$ cat config.mk
export PLATFORM = sky130hd
export DESIGN_NAME = switch_conditioner
export DESIGN_NICKNAME = d
export VERILOG_FILES = /design/src/rtl/switch_conditioner.sv
export SDC_FILE = /design/constraint.sdc
export NUM_CORES = 1
export LEC_CHECK = 0
export CAP_MARGIN = 20
export CORE_MARGIN = 2
export CORE_UTILIZATION = 46
export CTS_CLUSTER_DIAMETER = 120
export DETAILED_ROUTE_END_ITERATION = 12
export GPL_TIMING_DRIVEN = 0
export PLACE_DENSITY = 0.71
export SLEW_MARGIN = 20
export SYNTH_ARGS = -nofsm -noshare
export SYNTH_HDL_FRONTEND = slang
export SYNTH_SLANG_ARGS = --single-unit
$ cat constraint.sdc
create_clock -name i_clk -period 1.3 [get_ports i_clk]
set_clock_uncertainty 0.05 [all_clocks]
set_input_delay 0.13 -clock i_clk [delete_from_list [all_inputs] [get_ports i_clk]]
set_output_delay 0.13 -clock i_clk [all_outputs]
set_load 0.01 [all_outputs]
$ cat src/rtl/switch_conditioner.sv
// Purpose : synchronise and debounce the raw enable/slide-switch inputs as one vector for the decoders.
// Latency : a raw change held steady reaches the outputs STABLE+2 rising edges after it is first sampled.
// Backpressure: none; free-running input conditioner, every cycle is sampled and nothing is ever stalled.
//
// Ports:
//   i_clk      - system clock, all state updates on the rising edge
//   i_reset    - synchronous active-high reset, overrides all other activity
//   i_en_raw   - raw asynchronous enable switch
//   i_sw_raw   - raw asynchronous switch bits (W wide)
//   o_enable   - debounced, registered enable for the decoder
//   o_switch   - debounced, registered switch code for the decoder
//   o_changed  - one-cycle tick, high in the cycle after o_enable/o_switch update

module switch_conditioner #(
   parameter int W      = 3,
   parameter int STABLE = 4
) (
   input  logic         i_clk,
   input  logic         i_reset,
   input  logic         i_en_raw,
   input  logic [W-1:0] i_sw_raw,
   output logic         o_enable,
   output logic [W-1:0] o_switch,
   output logic         o_changed
);

   localparam int            CW       = $clog2(STABLE);
   localparam logic [CW-1:0] CNT_LAST = CW'(STABLE - 1);

   typedef enum logic {
      S_IDLE = 1'b0,
      S_WAIT = 1'b1
   } state_t;

   // two-flop synchroniser; only r_s2 is safe to use downstream
   logic [W:0]    r_s1;
   logic [W:0]    r_s2;

   // filter state
   state_t        r_state;
   logic [W:0]    r_cand;
   logic [CW-1:0] r_cnt;
   logic [W:0]    r_out;      // {enable, switch} as currently accepted
   logic          r_changed;

   // next-state values
   state_t        w_state_nxt;
   logic [W:0]    w_cand_nxt;
   logic [CW-1:0] w_cnt_nxt;
   logic [W:0]    w_out_nxt;
   logic          w_changed_nxt;

   always_ff @(posedge i_clk) begin
      if (i_reset) begin
         r_s1 <= '0;
         r_s2 <= '0;
      end else begin
         r_s1 <= {i_en_raw, i_sw_raw};
         r_s2 <= r_s1;
      end
   end

   always_ff @(posedge i_clk) begin
      if (i_reset) begin
         r_state   <= S_IDLE;
         r_cand    <= '0;
         r_cnt     <= '0;
         r_out     <= '0;
         r_changed <= 1'b0;
      end else begin
         r_state   <= w_state_nxt;
         r_cand    <= w_cand_nxt;
         r_cnt     <= w_cnt_nxt;
         r_out     <= w_out_nxt;
         r_changed <= w_changed_nxt;
      end
   end

   // The whole {enable, switch} vector is qualified as a unit: any bit
   // moving restarts the count for every bit.
   always_comb begin
      w_state_nxt   = r_state;
      w_cand_nxt    = r_cand;
      w_cnt_nxt     = r_cnt;
      w_out_nxt     = r_out;
      w_changed_nxt = 1'b0;

      case (r_state)
         S_IDLE: begin
            if (r_s2 != r_out) begin
               w_cand_nxt  = r_s2;
               w_cnt_nxt   = '0;
               w_state_nxt = S_WAIT;
            end
         end

         S_WAIT: begin
            // Bounce-back is tested first so it wins over a terminal count
            // landing in the same cycle.
            if (r_s2 == r_out) begin
               w_state_nxt = S_IDLE;
            end else if (r_s2 != r_cand) begin
               w_cand_nxt = r_s2;
               w_cnt_nxt  = '0;
            end else if (r_cnt == CNT_LAST) begin
               w_out_nxt     = r_cand;
               w_changed_nxt = 1'b1;
               w_state_nxt   = S_IDLE;
            end else begin
               // cannot pass CNT_LAST: the branch above stops it there
               w_cnt_nxt = r_cnt + CW'(1);
            end
         end

         default: begin
            w_state_nxt = S_IDLE;
         end
      endcase
   end

   assign o_enable  = r_out[W];
   assign o_switch  = r_out[W-1:0];
   assign o_changed = r_changed;

endmodule

* Yosys cells after proc, flatten, opt, wreduce, memory -nomap -nowiden
Cells that the tools add are included.
** Storage, ports and cells
- Bits of input ports :: 6
- Word-level logic and storage cells :: 38
- Output and inout bits :: 5
- Register bits after elaboration :: 20
** Operators by class
- Reductions and logical operators :: 4
- Mux-type cells :: 15
- Eq/ne operators :: 8
- Add/sub/neg operators :: 1
- Bitwise logic cells :: 3
** Operators by type and width (number)
- $mux 4 :: 3
- $mux 2 :: 4
- $ne 4x4->1 :: 2
- $pmux 4 s2 :: 1
- $reduce_and 3->1 :: 2
- $mux 1 :: 5
- $eq 4x4->1 :: 1
- $ne 2x2->1 const B :: 2
- $pmux 2 s2 :: 1
- $reduce_and 4->1 :: 1
- $reduce_or 4->1 :: 1
- $ne 3x3->1 const B :: 1
- $not 1->1 :: 3
- $add 2x1->2 const B :: 1
- $eq 2x2->1 const B :: 1
- $ne 2x1->1 const B :: 1
- $pmux 1 s2 :: 1

* Logic depth before layout (Yosys ltp)
Gate-level depths: netlist of run 1.
- Depth in word-level cells :: 5
- Depth in mapped cells :: 5
- Depth with buffers taken out :: 4

* Worst setup path after synthesis of run 1
No wires, ideal clock.
- Kind :: register -> register
- From :: register r_s2[0]
- To :: register r_out[0]
- Data required time :: 1.178 ns
- Path buffers :: 1
- Clock period less this slack :: 1.443 ns
- Data arrival time :: 1.322 ns
- Path slack :: -0.143 ns
- Library setup time :: 0.072 ns
- Stages on the path, launching flop included :: 6
- Cell sequence :: dfxtp_1 > xor2_1 > nor4_4 > and4_1 > buf_6 > mux2i_1
** Between the ends
- Cells in the longest elaborated chain, start to end :: 3
- Elaborated cells on any way between the ends :: 5
- Classes of those cells :: eq/ne (2); bitwise (2); reduce/logical (1)
** Ends and longest elaborated chain
- start: declaration :: line 37 : logic [W:0] r_s2;
- start signal: assignment :: line 59 : r_s2 <= r_s1;
- $ne 4x4->1 / $eq 4x4->1 (equally long branches) :: line 102, 100
- $not 1->1 (no source line)
- $reduce_and 4->1 (no source line) (*)
- end signal: assignment :: line 74 : r_out <= w_out_nxt;
- end: declaration :: line 43 : logic [W:0] r_out;
Mark *: on every way between the ends. The rest lies on a longest branch, timed or not.
A chain may end at the register's enable or synchronous reset.

* Worst setup path after layout of run 1
- From :: register r_cand[0]
- To :: register r_out[2]
** Between the ends
- Cells in the longest elaborated chain, start to end :: 3
** Ends and longest elaborated chain
- start: declaration :: line 41 : logic [W:0] r_cand;
- start signal: assignment :: line 72 : r_cand <= w_cand_nxt;
- $ne 4x4->1 :: line 102 : end else if (r_s2 != r_cand) begin
- $not 1->1 (no source line)
- $reduce_and 4->1 (no source line)
Every way passes these cells.

==> impl_metrics.yaml, run 1 <==
synthesis:
  muxShareOfSynthArea: 0.0967
  async_flop_share: 0
  yosysTopAreaCell: "dfxtp_1"
  netlist_top_cells_count: "dfxtp_1, nand2b_1, nor2b_1, mux2i_1"
  yosysWarnings: 0
  synth_cells: 75
  synth_top_family_by_area: "simple AND/OR/NAND/NOR gates"
  netlist_area_sq_um: 828
  synth_xor_area_frac: 0.0846
  synth_fa_ha_area_frac: 0.0151
  synth.avg_cell_area_sq_um: 11.0
  yosysMostFrequentCell: "dfxtp_1"
  synth_top_cells_by_area: "dfxtp_1, nand2b_1, mux2i_1, nor2b_1, xnor2_1"
  syn_nets: 82
  ys_seq_elements: 20
  synthSimpleGateAreaFrac: 0.257
  synth_top_cell_area_share: 0.483
  ys_seq_area_frac: 0.483
  synth_compound_area_frac: 0.0363
  ys_types: 21
  synthFlopType: "dfxtp_1"
  synth-edff-count: 0
clock_tree:
  htreeDepth: 1
  cts.path.max_buffers: 2
  ctsHoldBuffers: 0
  path_clk_slew_ns: 0.11
  clockRootBuffer: "clkbuf_4"
  tritoncts: "yes"
  cts.sinks: 20
  cts_buffers: 3
  clkLatencyLatePin_ns: 0.29
detailed_routing:
  totalWireLength_mm: 1.43
  drt_first_pass_iters: 4
  ant_nets: 0
  drt_iter0_markers: 9
  post_drt_wl_per_cell_um: 12.2
  drc: 0
  vias: 556
  viasPerCell: 4.75
global_routing:
  antenna_found_initial: 0
  grt_max_degree: 12
  grt_pass1_wl_mm: 2.24
  gr-total-overflow: 0
  grt_usage: 0.153
  grt_pass1_vias: 498
power_and_ir_drop:
  p_sw_mw: 0.258
  p_leak_nw: 0.421
  seq_power_share: 0.570
  combPwrFrac: 0.121
  clock_power_share: 0.310
  swShare: 0.226
  vdd_ir_drop_max_uv: 917
  power_density_nw_per_um2: 1060
  p_int_mw: 0.882
place:
  place_inst: 110
  numPortBuffers: 10
  dp_worst_setup_slack_ns: -0.257
  dp_hpwl_um: 935
  placed_area_sq_um: 960
  gp_congestion: 0.742
timing:
  fmax_mhz: 641
  worst_slew_pin_slew_ns: 0.376
  finalHoldViolCount: 0
  fin_tns_setup_ns: -2.31
  setup_slack_ns: -0.259
  setup_violations: 12
  fin_crit_sh: 1.20
  slew_headroom: 0.749
  post-route-min-period_ns: 1.56
  slew_violations: 0
  rsz0062_at_grt: "yes"
die:
  core_sq_um: 1710
  fp-row-count: 15
  die_w_um: 46.4
  die-area_sq_um: 2160
  die_h_um: 46.4
  initial_utilization: 0.485
  pin_count: 11
worst_hold_path:
  hold_path_depth: 2
  hold_class: "in2reg"
  holdPathEnd: "r_s1[3]$_SDFF_PP0_"
  hold_start: "i_en_raw"
setup_path:
  r2r_slack_ns: -0.26
  crit_required_ns: 1.48
  r2r_end: "r_out[2]$_SDFFE_PP0P_"
  regToRegStartpoint: "r_cand[0]$_SDFFE_PP0P_"
  path_max_fanout: 5
  critPathKind: "reg2reg"
  end_kind: "flop"
  r2r_cells: 5
  cp.arrival_ns: 1.74
  worst_setup_path_start_kind: "flop"
final_layout:
  areaGrowthSynthToFinish_pct: 30.4
  final_cells: 117
  layout-drive-gt1-share: 0.272
  layout.nets: 100
  postLayoutCellArea_sq_um: 1080
  fill_cells: 146
  diodes: 0
flow_run:
  drv_cap: 0
outcome:
  violations: "negative setup slack"
  outcome: "finished with violations"
## flip-flops by register name, summed over array words and instances, names as in the netlist
register / cells
o_changed: 1
r_cand: 4
r_cnt: 2
r_out: 4
r_s1: 4
r_s2: 4
r_state: 1
## routing by layer
metal / up-vias / wire [um] / GRT usage
met5: - / 0 / 0
met4: 0 / 16 / 0.0857
met3: 4 / 42 / 0.0275
met2: 10 / 701 / 0.222
met1: 259 / 672 / 0.212
li1: 283 / - / -
## metrics by stage
step	power (mW)	hold WS, ns	util
floorplan	0.732	0.208	-
global route	1.19	0.320	0.632
detailed placement	0.764	0.377	0.562
finish	1.14	0.324	0.632
CTS	1.14	0.317	0.608
global placement	0.762	0.370	0.562
## layout by cell type, fill, tap and decap left out
| master | n |
|---|---|
| o22ai_1 | 1 |
| buf_6 | 1 |
| a31oi_2 | 1 |
| clkbuf_8 | 1 |
| nand4_1 | 1 |
| and4_1 | 2 |
| dfxtp_2 | 7 |
| clkdlybuf4s50_1 | 5 |
| and2b_1 | 1 |
| nand2b_1 | 13 |
| dfxtp_1 | 13 |
| xor2_2 | 4 |
| a21oi_4 | 1 |
| or2_2 | 1 |
| nand4b_1 | 1 |
| mux2i_1 | 8 |
| dlygate4sd2_1 | 5 |
| ha_1 | 1 |
| clkbuf_1 | 2 |
| buf_4 | 3 |
| inv_1 | 1 |
| xnor2_2 | 2 |
| xnor2_1 | 2 |
| or2b_1 | 1 |
| o32ai_1 | 1 |
| clkbuf_4 | 3 |
| nor4_4 | 1 |
| nor2b_1 | 9 |
## worst max-delay path by stage
stage | startpoint | to | slack [ns]
floorplan | r_s2[0]$_SDFF_PP0_ | r_out[0]$_SDFFE_PP0P_ | -0.14
global placement | r_s2[0]$_SDFF_PP0_ | r_out[0]$_SDFFE_PP0P_ | -0.23
detailed placement | r_s2[0]$_SDFF_PP0_ | r_out[2]$_SDFFE_PP0P_ | -0.26
CTS | r_cand[0]$_SDFFE_PP0P_ | r_out[2]$_SDFFE_PP0P_ | -0.21
global route | r_cand[0]$_SDFFE_PP0P_ | r_out[3]$_SDFFE_PP0P_ | -0.32
finish | r_cand[0]$_SDFFE_PP0P_ | r_out[2]$_SDFFE_PP0P_ | -0.26
## area by class of cell
type,instances,area (sq um),share of cell area
multi-input cells,51,464,0.430
repair buffers,13,116,0.108
clock buffers,4,36.3,0.0336
plain buffers,3,18.8,0.0174
inverters,1,3.75,0.00348
flip-flops and latches,20,409,0.379
well taps,25,31.3,0.0290
## power by group through the flow
stage               Sequential [mW]  Combinational, mW  Clock (mW)
floorplan                     0.655             0.0773           0
global placement              0.657              0.105           0
detailed placement            0.657              0.106           0
CTS                           0.646              0.125       0.366
global route                  0.652              0.148       0.391
finish                        0.649              0.137       0.353
## cell families after synthesis
logic type / count (synthesis)
and+or+nand+nor: 30
DFF: 20
xor gates and xnor gates: 8
muxes: 8
AOI/OAI and AO/OA: 4
buffers and inverters: 4
adders and majority gates: 1
## what timing repair did
action,in CTS,in global routing
pin swaps,0,2
gates resized for setup,13,7
endpoints found under the setup margin,17,12
setup buffers,2,1
## worst max-delay path, cell delays in order, from the launching register on
cell and delay, ns:
dfxtp_2 0.35, xor2_2 0.18, nor4_4 0.34, and4_1 0.25
buf_6 0.14, mux2i_1 0.18
Power figures use the tool's default switching activity.
==> run 2: changes to the inputs <==
--- a/config.mk
+++ b/config.mk
@@ -6,13 +6,14 @@
 export NUM_CORES = 1
 export LEC_CHECK = 0
 export CAP_MARGIN = 20
+export CORE_ASPECT_RATIO = 1.25
 export CORE_MARGIN = 2
 export CORE_UTILIZATION = 46
 export CTS_CLUSTER_DIAMETER = 120
 export DETAILED_ROUTE_END_ITERATION = 12
 export GPL_TIMING_DRIVEN = 0
 export PLACE_DENSITY = 0.71
-export SLEW_MARGIN = 20
+export SLEW_MARGIN = 0
 export SYNTH_ARGS = -nofsm -noshare
 export SYNTH_HDL_FRONTEND = slang
 export SYNTH_SLANG_ARGS = --single-unit
==> impl_metrics.yaml, run 2 (synthesis results as in run 1) <==
outcome:
  outcome: "finished with violations"
  violations: "negative setup slack"
setup_path:
  path_max_fanout: 5
  r2r_end: "r_out[0]$_SDFFE_PP0P_"
  worst_setup_path_start_kind: "flop"
  end_kind: "flop"
  r2r_cells: 5
  crit_chain: "xor2_2 > nor4_4 > and4_1 > buf_6 > mux2i_1"
  critPathKind: "reg2reg"
  cp.arrival_ns: 1.74
  cp_num_buf_inv: 1
  critPathTopFamily: "simple AND/OR/NAND/NOR gates"
  regToRegStartpoint: "r_cand[0]$_SDFFE_PP0P_"
  cpPeakStageDelay_ns: 0.35
  crit_slowest_cell: "dfxtp_2"
  crit_required_ns: 1.49
  r2r_slack_ns: -0.24
global_routing:
  antenna_found_initial: 0
  grt_pass1_wl_mm: 2.57
  grt_usage: 0.163
  gr-total-overflow: 0
  grt_pass1_vias: 586
  grt_max_degree: 12
detailed_routing:
  drt_first_pass_iters: 3
  post_drt_wl_per_cell_um: 13.8
  totalWireLength_mm: 1.52
  viasPerCell: 5.14
  vias: 565
  drt_iter0_markers: 9
  ant_nets: 0
  drc: 0
clock_tree:
  cts.sinks: 20
  cts.path.max_buffers: 2
  htreeDepth: 1
  clockRootBuffer: "clkbuf_4"
  tritoncts: "yes"
  ctsHoldBuffers: 0
  clkLatencyLatePin_ns: 0.30
  cts_buffers: 3
  path_clk_slew_ns: 0.12
die:
  initial_utilization: 0.481
  die_w_um: 42.0
  core_sq_um: 1720
  fp-row-count: 17
  die-area_sq_um: 2160
  die_h_um: 51.4
  pin_count: 11
timing:
  post-route-min-period_ns: 1.54
  setup_violations: 12
  finalHoldViolCount: 0
  fmax_mhz: 648
  worst_slew_pin_slew_ns: 0.432
  slew_headroom: 0.712
  slew_violations: 0
  timing.hold.ws_ns: 0.312
  setup_slack_ns: -0.244
  fin_crit_sh: 1.19
  rsz0062_at_grt: "yes"
power_and_ir_drop:
  power_density_nw_per_um2: 1090
  p_leak_nw: 0.416
  vdd_ir_drop_max_uv: 724
  total_power_mw: 1.15
worst_hold_path:
  hold_path_depth: 2
  hold_start: "i_en_raw"
  holdPathEnd: "r_s1[3]$_SDFF_PP0_"
  hold_class: "in2reg"
final_layout:
  final_common_cell: "nand2b_1"
  areaGrowthSynthToFinish_pct: 28.1
  layout-drive-gt1-share: 0.286
  diodes: 0
  layout.nets: 99
  final_cells: 110
  final_cell_mix: "nand2b_1, dfxtp_1, dfxtp_2"
place:
  dp_hpwl_mm: 1.04
  place_inst: 104
  gp_congestion: 0.728
  numPortBuffers: 10
flow_run:
  drv_cap: 0
## run 2: changes by cell type in the layout (fill, tap and decap cells not counted)
cell	before	now
buf_4	3	2
dfxtp_1	13	10
dfxtp_2	7	10
o32ai_1	1	0
o32ai_2	0	1
xnor2_1	2	4
xnor2_2	2	0
## run 2: area by class of cell
| class | instances | area [sq um] |
|---|---|---|
| inverters | 1 | 3.75 |
| flip-flops and latches | 20 | 413 |
| plain buffers | 3 | 18.8 |
| multi-input cells | 51 | 457 |
| well taps | 19 | 23.8 |
| fillers | 152 | 662 |
| clock buffers | 4 | 36.3 |
| repair buffers | 12 | 109 |
## run 2: layer usage
| layer | part of all wire | vias to the layer above | GRT usage |
|---|---|---|---|
| met5 | 0 | - | 0 |
| met4 | 0.018 | 0 | 0.0806 |
| met3 | 0.027 | 4 | 0.0353 |
| met2 | 0.55 | 10 | 0.289 |
| met1 | 0.41 | 267 | 0.181 |
| li1 | - | 284 | - |
## run 2: stage by stage
| step | cell area, sq um | setup slack (ns) | util | setup TNS (ns) |
|---|---|---|---|---|
| final | 1060 | -0.244 | 0.616 | -2.07 |
| after global routing | 1060 | -0.333 | 0.616 | -2.80 |
| after global placement | 952 | -0.228 | 0.553 | -2.56 |
| after CTS | 1040 | -0.246 | 0.603 | -2.13 |
| after floorplan | 828 | -0.143 | - | -0.661 |
| after detailed placement | 952 | -0.274 | 0.553 | -2.86 |
## run 2: repair_timing
action	in CTS	in global routing
pin swaps	3	3
setup endpoints to repair	17	12
setup buffers	2	0
resized for setup	15	7
## run 2: power breakdown
part | total [mW] | internal, mW | switching [mW]
clock | 0.367 | 0.171 | 0.196
combinational | 0.135 | 0.0757 | 0.0592
sequential | 0.650 | 0.633 | 0.0169
## run 2: worst max-delay path by stage
| stage | from | to | slack [ns] | depth (start not counted) |
|---|---|---|---|---|
| floorplan | r_s2[0]$_SDFF_PP0_ | r_out[0]$_SDFFE_PP0P_ | -0.14 | 5 |
| global placement | r_s2[0]$_SDFF_PP0_ | r_out[0]$_SDFFE_PP0P_ | -0.23 | 5 |
| detailed placement | r_s2[0]$_SDFF_PP0_ | r_out[0]$_SDFFE_PP0P_ | -0.27 | 5 |
| CTS | r_cand[3]$_SDFFE_PP0P_ | r_out[0]$_SDFFE_PP0P_ | -0.25 | 5 |
| global route | r_cand[0]$_SDFFE_PP0P_ | r_out[1]$_SDFFE_PP0P_ | -0.33 | 5 |
| finish | r_cand[0]$_SDFFE_PP0P_ | r_out[0]$_SDFFE_PP0P_ | -0.24 | 5 |
==> run 3: changes to the inputs <==
--- a/config.mk
+++ b/config.mk
@@ -12,6 +12,7 @@
 export CTS_CLUSTER_DIAMETER = 120
 export DETAILED_ROUTE_END_ITERATION = 12
 export GPL_TIMING_DRIVEN = 0
+export HOLD_SLACK_MARGIN = 0.03
 export PLACE_DENSITY = 0.71
 export SLEW_MARGIN = 0
 export SYNTH_ARGS = -nofsm -noshare
==> results of run 3 <==
Same layout as run 2: the final DEF is identical, and so are final timing and power.
